<file path="src/rtl/wts_sram_arbiter.sv">
// Wave-table SRAM arbiter: sound fetches take every slot they ask for; a one-deep
// buffered CPU request is served in free slots, with starvation and overrun flags.
module wts_sram_arbiter #(
    parameter int unsigned STARVE_LIMIT = 15
) (
    input  logic       clk,
    input  logic       nreset,
    input  logic       snd_req,
    input  logic       snd_bank,
    input  logic [2:0] snd_id,
    input  logic [6:0] snd_a,
    output logic [7:0] snd_q,
    output logic       snd_q_valid,
    input  logic       cpu_req,
    input  logic       cpu_we,
    input  logic       cpu_bank,
    input  logic [2:0] cpu_id,
    input  logic [6:0] cpu_a,
    input  logic [7:0] cpu_d,
    output logic [7:0] cpu_q,
    output logic       cpu_ack,
    output logic       cpu_busy,
    output logic       cpu_starve,
    output logic       cpu_overrun,
    output logic       sram_ce0,
    output logic       sram_ce1,
    output logic [2:0] sram_id,
    output logic [6:0] sram_a,
    output logic [7:0] sram_d,
    output logic       sram_oe,
    output logic       sram_we,
    input  logic [7:0] sram_q,
    input  logic       sram_q_en
);

    localparam int unsigned ID_W  = 3;
    localparam int unsigned A_W   = 7;
    localparam int unsigned D_W   = 8;
    localparam int unsigned CNT_W = 4;
    localparam logic [CNT_W-1:0] CNT_MAX = '1;

    typedef enum logic [1:0] {
        IDLE   = 2'd0,
        PEND   = 2'd1,
        RDWAIT = 2'd2
    } state_t;

    state_t             state;
    logic [CNT_W-1:0]   wait_cnt;
    logic [CNT_W-1:0]   wait_cnt_inc;

    logic               buf_we;
    logic               buf_bank;
    logic [ID_W-1:0]    buf_id;
    logic [A_W-1:0]     buf_a;
    logic [D_W-1:0]     buf_d;

    // tag1 is aligned with the command on the pins, tag2 with the returning data
    logic               tag1_vld;
    logic               tag1_cpu;
    logic               tag2_vld;
    logic               tag2_cpu;

    assign wait_cnt_inc = (wait_cnt == CNT_MAX) ? CNT_MAX : wait_cnt + CNT_W'(1);

    // Sound data is a passthrough qualified by the return tag
    always_comb begin
        snd_q_valid = sram_q_en & tag2_vld & ~tag2_cpu;
        snd_q       = snd_q_valid ? sram_q : '0;
    end

    always_ff @(posedge clk) begin
        if (!nreset) begin
            state       <= IDLE;
            wait_cnt    <= '0;
            buf_we      <= 1'b0;
            buf_bank    <= 1'b0;
            buf_id      <= '0;
            buf_a       <= '0;
            buf_d       <= '0;
            tag1_vld    <= 1'b0;
            tag1_cpu    <= 1'b0;
            tag2_vld    <= 1'b0;
            tag2_cpu    <= 1'b0;
            cpu_q       <= '0;
            cpu_ack     <= 1'b0;
            cpu_busy    <= 1'b0;
            cpu_starve  <= 1'b0;
            cpu_overrun <= 1'b0;
            sram_ce0    <= 1'b0;
            sram_ce1    <= 1'b0;
            sram_id     <= '0;
            sram_a      <= '0;
            sram_d      <= '0;
            sram_oe     <= 1'b0;
            sram_we     <= 1'b0;
        end else begin
            sram_ce0 <= 1'b0;
            sram_ce1 <= 1'b0;
            sram_id  <= '0;
            sram_a   <= '0;
            sram_d   <= '0;
            sram_oe  <= 1'b0;
            sram_we  <= 1'b0;
            cpu_ack  <= 1'b0;
            tag1_vld <= 1'b0;
            tag1_cpu <= 1'b0;
            tag2_vld <= tag1_vld;
            tag2_cpu <= tag1_cpu;

            // Sound fetch owns the slot whenever it asks
            if (snd_req) begin
                sram_ce0 <= ~snd_bank;
                sram_ce1 <= snd_bank;
                sram_oe  <= 1'b1;
                sram_id  <= snd_id;
                sram_a   <= snd_a;
                tag1_vld <= 1'b1;
            end

            // A request arriving while the buffer is in use, or on the ack cycle, is lost
            if (cpu_req && (state != IDLE || cpu_ack)) begin
                cpu_overrun <= 1'b1;
            end

            case (state)
                IDLE: begin
                    if (cpu_req && !cpu_ack) begin
                        buf_we   <= cpu_we;
                        buf_bank <= cpu_bank;
                        buf_id   <= cpu_id;
                        buf_a    <= cpu_a;
                        buf_d    <= cpu_d;
                        cpu_busy <= 1'b1;
                        state    <= PEND;
                    end
                end
                PEND: begin
                    if (snd_req) begin
                        wait_cnt <= wait_cnt_inc;
                        if (32'(wait_cnt_inc) >= STARVE_LIMIT) begin
                            cpu_starve <= 1'b1;
                        end
                    end else begin
                        wait_cnt <= '0;
                        sram_ce0 <= ~buf_bank;
                        sram_ce1 <= buf_bank;
                        sram_id  <= buf_id;
                        sram_a   <= buf_a;
                        if (buf_we) begin
                            sram_we  <= 1'b1;
                            sram_d   <= buf_d;
                            cpu_ack  <= 1'b1;
                            cpu_busy <= 1'b0;
                            state    <= IDLE;
                        end else begin
                            sram_oe  <= 1'b1;
                            tag1_vld <= 1'b1;
                            tag1_cpu <= 1'b1;
                            state    <= RDWAIT;
                        end
                    end
                end
                RDWAIT: begin
                    if (sram_q_en && tag2_vld && tag2_cpu) begin
                        cpu_q    <= sram_q;
                        cpu_ack  <= 1'b1;
                        cpu_busy <= 1'b0;
                        state    <= IDLE;
                    end
                end
                default: begin
                    state <= IDLE;
                end
            endcase
        end
    end

endmodule

</file>
<file path="config.mk">
export PLATFORM = sky130hd
export DESIGN_NAME = wts_sram_arbiter
export DESIGN_NICKNAME = d
export VERILOG_FILES = /design/src/rtl/wts_sram_arbiter.sv
export SDC_FILE = /design/constraint.sdc
export NUM_CORES = 1
export LEC_CHECK = 0
export ABC_CLOCK_PERIOD_IN_PS = 2200
export CORE_MARGIN = 2
export CORE_UTILIZATION = 44
export DETAILED_ROUTE_END_ITERATION = 8
export HOLD_SLACK_MARGIN = 0.03
export PLACE_DENSITY = 0.81
export SLEW_MARGIN = 10
export SYNTH_ARGS = -nofsm -noshare
export SYNTH_HDL_FRONTEND = slang
export SYNTH_SLANG_ARGS = --single-unit
</file>
<file path="constraint.sdc">
create_clock -name clk -period 2.2 [get_ports clk]
set_input_delay 0.44 -clock clk [delete_from_list [all_inputs] [get_ports clk]]
set_output_delay 0.44 -clock clk [all_outputs]
set_load 0.02 [all_outputs]
</file>
==> impl_metrics.json <==
{
  "yosys.area.top_type_share": 0.536,
  "cp_max_fo": 9,
  "clock_path_buffers": 2,
  "synth-edff-count": 0,
  "synthCells": 291,
  "hpwl_um": 4010,
  "multi_input_area_um2": 1010,
  "drt_wl_total_um": 5610,
  "core_um2": 5140,
  "first_iter_violations": 128,
  "cts_tree": "done",
  "setup_viol": 0,
  "grt.total_usage": 0.205,
  "post-cts-setup-buffer-count": 0,
  "num_io_pins": 87,
  "synth_area_leaders": "dfxtp_1, nand2_1, a21oi_1",
  "grt_max_degree": 32,
  "use_met1": 0.223,
  "die_w_um": 77.1,
  "synth-async-reset-ratio": 0,
  "numCtsBuffers": 9,
  "yosysSeqAreaShare": 0.536,
  "fin_crit_sh": 0.957,
  "worstPathRequired_ps": 1760,
  "overflow": 0,
  "dpl.cell_count": 444,
  "fin_cells": 460,
  "clock_latency_ps": 330,
  "regArea_um2": 1260,
  "die_area_um2": 5950,
  "die_h_um": 77.1,
  "grt_use_met2": 0.358,
  "rsz0062_at_grt": "no",
  "slew_headroom": 0.662,
  "worst-slew-pin-transition_ps": 504,
  "area_growth_pct": 48.5,
  "vdd_drop_max_v": 0.000607,
  "antennaDiodeCount": 0,
  "cellPowerDensity_nw_per_um2": 839,
  "antenna_found_initial": 0,
  "leakage_nw": 1.37,
  "clock.fmax_mhz": 475,
  "final_nets": 434,
  "skew_ps": 4.31,
  "startpoint_type": "input port",
  "cts_root_buf": "clkbuf_8",
  "critPathArrivalTime_ps": 1670,
  "period_needed_ps": 2110,
  "place.gp.congestion": 0.795,
  "yosysMostFrequentCell": "nand2_1",
  "row_count": 26,
  "pre_cts_ws_ps": -205,
  "yosys_warnings": 0,
  "ys_seq_elements": 63,
  "detail-route-antenna-nets": 0,
  "drv_cap": 0,
  "synth_nets": 340,
  "start_util": 0.458,
  "drc": 0,
  "cp-end-kind": "output pin",
  "num_vias": 2203,
  "max_stage_delay_ps": 490,
  "final_hold_viol_count": 0,
  "cp_slowest_cell": "clkdlybuf4s50_1",
  "routedWlPerCell_um": 12.2,
  "worstHoldPathCells": 1,
  "viasPerCell": 4.79,
  "hold_class": "reg2reg",
  "synth_ff_type": "dfxtp_1",
  "netlist_area_um2": 2350,
  "path_cells": "clkdlybuf4s50_1, nand2_1, nor2_1, buf_4, and2_1, dlygate4sd2_1",
  "total_power_mw": 2.93,
  "timing.hold.ws_ps": 436,
  "outcome": "finished, final reports clean",
  "fill_cells": 442,
  "path_class": "in2out",
  "grt_use_met3": 0.0482,
  "rr_worst_depth": 7,
  "cts_htree_levels": 3,
  "yosys.cell_types.count": 28,
  "top_usage_layer": "met2",
  "reg2reg_slack_ps": 560,
  "drt_pass1_iterations": 4,
  "clkTransAtPathRegs_ps": 60,
  "drive_above_1_share": 0.0590,
  "grt_pass1_vias": 2145,
  "synth_commonest_cells": "nand2_1, dfxtp_1, a21oi_1, nor2_1, and2_1",
  "io_buffers": 86,
  "cts_sinks": 63,
  "slew_violations": 0,
  "grt_pass1_wl_um": 9650,
  "synth_top_area_cell": "dfxtp_1",
  "setup_ws_ps": 94.2,
  "avgSynthCellArea_um2": 8.09
}
[registers in the layout, indices dropped and copies added, names as in the netlist]
signal	count
state	2
tag1_cpu	1
sram_we	1
buf_we	1
sram_ce0	1
cpu_q	8
cpu_ack	1
cpu_overrun	1
sram_d	8
buf_id	3
tag1_vld	1
buf_a	7
tag2_cpu	1
cpu_busy	1
cpu_starve	1
wait_cnt	4
sram_ce1	1
sram_a	7
buf_d	8
buf_bank	1
tag2_vld	1
sram_id	3
[cell usage in the layout (no fill, tap or decap), types with 3 or more instances in the layout]
master,instances
a21oi_1,45
and2_1,19
buf_4,11
clkbuf_1,5
clkbuf_8,11
clkdlybuf4s15_1,5
clkdlybuf4s50_1,77
dfxtp_1,63
dlygate4sd2_1,4
ha_1,5
inv_1,8
mux2i_1,3
nand2_1,74
nand2b_1,5
nand3_1,3
nor2_1,35
o21ai_0,3
[stage by stage]
stage	cell area, um2	util	setup TNS [ps]
after global routing	3500	0.680	0
after global placement	3330	0.648	-1160
after floorplan	2350	-	0
after CTS	3490	0.679	0
final	3500	0.680	0
after detailed placement	3330	0.648	-1570
[power breakdown]
| group | internal, mW | total [mW] | leakage (nW) | switching, mW |
|---|---|---|---|---|
| logic | 0.326 | 0.737 | 0.769 | 0.411 |
| clock network | 0.474 | 0.870 | 0.0850 | 0.397 |
| registers | 1.26 | 1.33 | 0.514 | 0.0667 |
[cells by family (layout without fill, tap and decap cells)]
kind of cell,after synthesis,count (layout),synth area share
and+or+nand+nor,143,143,0.263
DFF,63,63,0.536
AOI/OAI and AO/OA,55,55,0.127
buffers and inverters,22,121,0.0356
adders and majority gates,5,5,0.0266
muxes,3,3,0.0128
[worst max-delay path, delay by kind of cell]
kind / cells / cell delay, ps
buffers and inverters: 3 / 960
and+or+nand+nor: 3 / 260
[layout make-up]
class,instances,share of cell area
inverter,8,0.00859
clock buffer,16,0.0487
multi-input combinational,206,0.288
tap,70,0.0251
sequential,63,0.361
timing repair buffer,97,0.268
[worst paths after layout]
check | from | end
setup / recovery | sram_q_en | snd_q[2]
hold / removal | tag1_cpu$_SDFF_PP0_ | tag2_cpu$_SDFF_PN0_
setup reg to reg | state[1]$_SDFFE_PN0P_ | cpu_busy$_SDFFE_PN0P_
hold reg to reg | tag1_cpu$_SDFF_PP0_ | tag2_cpu$_SDFF_PN0_
[layer usage]
metal,wire length [um],up-vias
li1,-,1130
met1,2310,991
met2,2870,67
met3,276,15
met4,158,0
met5,0,-
[what timing repair did]
item | 4_1_cts | 5_1_grt
resized for setup | 9 | 5
hold buffers | 0 | 0
setup endpoints to repair | 9 | 5
No activity file was read; power rests on OpenSTA's default activity.
==> RTL change 1, RTL diff (same flow settings) <==
The localparam `CNT_W` goes from 4 to 3.
--- a/src/rtl/wts_sram_arbiter.sv
+++ b/src/rtl/wts_sram_arbiter.sv
@@ -36,7 +36,7 @@
     localparam int unsigned ID_W  = 3;
     localparam int unsigned A_W   = 7;
     localparam int unsigned D_W   = 8;
-    localparam int unsigned CNT_W = 4;
+    localparam int unsigned CNT_W = 3;
     localparam logic [CNT_W-1:0] CNT_MAX = '1;
 
     typedef enum logic [1:0] {
Check against the original RTL: same outputs for any inputs over 10 cycles, from zero or initial values and one cycle with nreset low; that may be too few to reach the edited logic, so the function may still have changed.
==> RTL change 1 against the original RTL <==
- combinational power is 7.6% lower
- sequential power fell by 8%
- clock skew decreased by 0.00067 ns
- sequential share of layout area is 0.094 points lower
- final cell count down 11%
- power is 5.1% lower
- core utilization grew 0.76 points
- worst hold slack better by 0.014 ns
- fmax rose by 1.2%
- sequential cell count is 5 lower
- synthesized area shrank 9.8%
- wire length fell by 12%
- design area decreased by 7.7%
- setup slack better by 0.024 ns
==> RTL change 1: results (changes against the original RTL) <==
metric;value;unit;change
status;finished clean;;
synthAdderAreaFrac;2.95;%;+0.29 points
max-vdd-ir-drop;452;uV;-26%
routabilityCongestion;0.743;;-6.5%
ys_top_cells_by_area;dfxtp_1 (55%), nand2_1 (12%), a21oi_1 (10%), nor2_1 (5.7%), and2_1 (5.3%);;
leakagePower;0.00128;uW;-6.3%
syn_inst;260;;-11%
grtUsageTotal;19.9;%;-0.62 points
drive_gt1_share;7.28;%;+1.4 points
nets;401;;-7.6%
portBuffers;85;;-1.2%
grt_first_pass_wirelength;8.07;mm;-16%
worstPathArrival;1.64;ns;-0.03 ns
synth_compound_area_share;11.0;%;-1.6 points
synth.net_count;309;;-9.1%
synth_mux_area_share;0.943;%;-0.33 points
viasPerCell;4.78;;-0.12%
grt_max_degree;28;;-13%
p_int;1970;uW;-4.1%
hpwl;3.60;mm;-10%
clock_path_buffers;2;;unchanged
wl_per_cell;11.9;um;-2.0%
ys_seq_area_share;54.7;%;+1.1 points
grt_pass1_vias;1874;;-13%
ys_top_cells_by_count;nand2_1 (69), dfxtp_1 (58), a21oi_1 (43), nor2_1 (32), and2_1 (18);;
biggestRegsByFlops;buf_d (8), cpu_q (8), sram_d (8);;
-- RTL change 1: cell types whose count changed in the layout (fill, tap and decap cells not counted), moves of 3 or more --
| cell | before | now |
|---|---|---|
| o21ai_0 | 3 | 0 |
| clkbuf_1 | 5 | 2 |
| nand2b_1 | 5 | 2 |
| nor2_1 | 35 | 32 |
| dfxtp_1 | 63 | 58 |
| nand2_1 | 74 | 69 |
-- RTL change 1: power by group through the flow --
stage | Clock (uW) | Sequential (uW) | Combinational [uW]
5_1_grt | 945 | 1240 | 763
3_5_place_dp | 0 | 1250 | 681
4_1_cts | 898 | 1220 | 686
3_3_place_gp | 0 | 1240 | 669
6_report | 879 | 1220 | 681
2_1_floorplan | 0 | 1270 | 382
-- RTL change 1: final cells by class --
type	instances	area share, %
Clock buffer	14	5.35
Clock inverter	2	0.310
Inverter	6	0.698
Multi-Input combinational cell	182	27.1
Sequential cell	58	36.0
Tap cell	54	2.09
Timing Repair Buffer	95	28.5
-- RTL change 1: layer usage --
| metal | vias up | GRT usage (%) | wire (um) |
|---|---|---|---|
| li1 | 1008 | - | - |
| met1 | 878 | 20.3 | 1940 |
| met2 | 72 | 35.6 | 2510 |
| met3 | 8 | 6.72 | 373 |
| met4 | 0 | 10.1 | 84 |
| met5 | - | 0 | 0 |
-- RTL change 1: metrics by stage --
stage	power (uW)	area, sq um	worst slack, ns	util [%]	hold WS [ns]
floorplan	1650	2120	0.525	-	0.412
global placement	1910	3050	-0.144	65.0	0.418
detailed placement	1930	3050	-0.188	65.0	0.426
CTS	2810	3220	0.0787	68.7	0.452
global route	2950	3230	0.000886	68.8	0.465
finish	2780	3230	0.118	68.8	0.450
-- RTL change 1: logic make-up (layout without fill, tap and decap cells) --
logic type      after synthesis  after routing
simple gates                129            129
flops                        58             58
mux                           2              2
compound gates               45             45
buf+inv                      20            117
fa+ha+maj                     5              5
other cells                   1              1
-- RTL change 1: final timing paths --
check | to | slack [ns] | cells after the start | startpoint
worst max-delay path | snd_q[7] | 0.12 | 6 | sram_q_en
worst min-delay path | buf_d[6] | 0.45 | 2 | buf_d[6]
worst max register to register | cpu_busy | 0.40 | 6 | state[1]
worst min register to register | buf_d[6] | 0.45 | 2 | buf_d[6]
-- RTL change 1: what timing repair did --
item / 4_1_cts / 5_1_grt
endpoints found under the setup margin: 9 / 7
resized for setup: 9 / 8
pin swaps: 0 / 0
-- RTL change 1: worst reg2reg max path: stages (launching register included) --
cell and delay [ns]:
dfxtp_1 0.37, inv_1 0.10, ha_1 0.36, a222oi_1 0.41, buf_4 0.20, a21oi_1 0.06
a311oi_1 0.22
==> RTL change 2, RTL diff (same settings) <==
Without the edit above. Re-encode `state_t` (3 states) as one-hot, 3 bits wide.
--- a/src/rtl/wts_sram_arbiter.sv
+++ b/src/rtl/wts_sram_arbiter.sv
@@ -39,10 +39,10 @@
     localparam int unsigned CNT_W = 4;
     localparam logic [CNT_W-1:0] CNT_MAX = '1;
 
-    typedef enum logic [1:0] {
-        IDLE   = 2'd0,
-        PEND   = 2'd1,
-        RDWAIT = 2'd2
+    typedef enum logic [2:0] {
+        IDLE   = 3'b001,
+        PEND   = 3'b010,
+        RDWAIT = 3'b100
     } state_t;
 
     state_t             state;
Check against the original RTL: no difference found for any inputs over 10 cycles, from zero or initial values and one cycle with nreset low; not proved beyond that.
==> RTL change 2 against the original RTL <==
- setup slack improved by 0.0056 ns
- design area increased by 0.89%
- sequential cell count increased by 1
- power decreased by 6.7%
- critical path depth unchanged
- combinational power decreased by 46%
- die area decreased by 0.16%
- wire length increased by 1.9%
- synthesized area decreased by 0.16%
- final cell count decreased by 8.9%
- global-route usage decreased by 0.58 points
- register-to-register slack got worse by 0.07 ns
- critical path type unchanged
- largest cell class unchanged
==> RTL change 2: results (changes against the original RTL) <==
metric;value;unit;change
critPathTopFamily;buffers and inverters;;
syn_avg_cell_area;9.44;sq um;+17%
ys_top_cells_by_count;dfxtp_1 (64), nand2_1 (50), a21oi_1 (26), and2_1 (18), nor2_1 (17);;
dpl-instance-area;0.00333;sq mm;about the same
root_buffer;clkbuf_8;;
slowest_delay;0.48;ns;
dp_cells;404;;-9.0%
use_met3;4.59;%;-0.24 points
routabilityCongestion;0.749;;-5.8%
p_switching;678;uW;-22%
synth_mux_area_share;3.41;%;+2.1 points
wl_met3;226;um;-18%
max-vdd-ir-drop;525;uV;-14%
drtIter0Drc;77;;-40%
grt.met2_usage;33.1;%;-2.8 points
post-place-ws;-0.178;ns;+0.0273 ns
grt_first_pass_wirelength;9.29;mm;-3.7%
cts_setup_buffers;0;;unchanged
synthDistinctLibCells;42;;+50%
synth_compound_area_share;15.5;%;+2.9 points
synth_xor_area_share;0.373;%;+0.37 points
wl;5.71;mm;+1.9%
synthAdderAreaFrac;0.532;%;-2.1 points
pg_clk;1070;uW;+23%
grt_max_degree;21;;-34%
route.vias.total;2099;;-4.7%
grt_pass1_vias;2008;;-6.4%
hpwl;4.12;mm;+2.8%
dr.pass1.iters;4;;unchanged
grt_util_met1;23.1;%;+0.80 points
wl_met1;2.53;mm;+9.4%
synth.net_count;294;;-14%
nets;390;;-10%
ys_seq_area_share;54.5;%;+0.94 points
drive_gt1_share;9.46;%;+3.6 points
route.met2.wl;2.71;mm;-5.3%
finClkSkew;0.00942;ns;+0.00511 ns
status;finished clean;;
relSlewSlack;51.3;%;-15 points
p_int;2060;uW;about the same
yosysWarnings;0;;unchanged
seq_power_share;46.5;%;+1.3 points
wl_per_cell;13.6;um;+12%
ys_top_cells_by_area;dfxtp_1 (55%), nand2_1 (8.0%), a21oi_1 (5.5%), and2_1 (4.8%), a22o_1 (3.7%);;
leakagePower;0.00139;uW;+1.6%
grtUsageTotal;19.9;%;-0.58 points
-- RTL change 2: cell types whose count changed after synthesis, sizes merged, moves of 3 or more --
cell and change:
nand2 -24, a21oi -19, nor2 -17, a22o +10, clkbuf -7, mux2i +5, buf +4, ha -4
nand2b -4, inv -3, nor3b +3, o21ai +3
-- RTL change 2: final cells by class --
type | instances | area, sq um
inverter | 5 | 18.8
timing repair buffer | 96 | 937
tap | 70 | 87.6
fill | 431 | 1610
clock inverter | 6 | 85.1
multi-input combinational | 169 | 993
sequential | 64 | 1280
clock buffer | 9 | 124
-- RTL change 2: timing repair --
item                       4_1_cts  5_1_grt
gates resized for setup          9        0
hold buffers                     0        0
setup endpoints to repair        9        0
-- RTL change 2: final timing paths --
path	startpoint	endpoint	slack, ns	cells past startpoint
hold / removal	tag1_cpu	tag2_cpu	0.45	1
setup reg to reg	state[1]	sram_a[3]	0.49	3
hold reg to reg	tag1_cpu	tag2_cpu	0.45	1
setup / recovery	sram_q_en	snd_q[5]	0.1	6
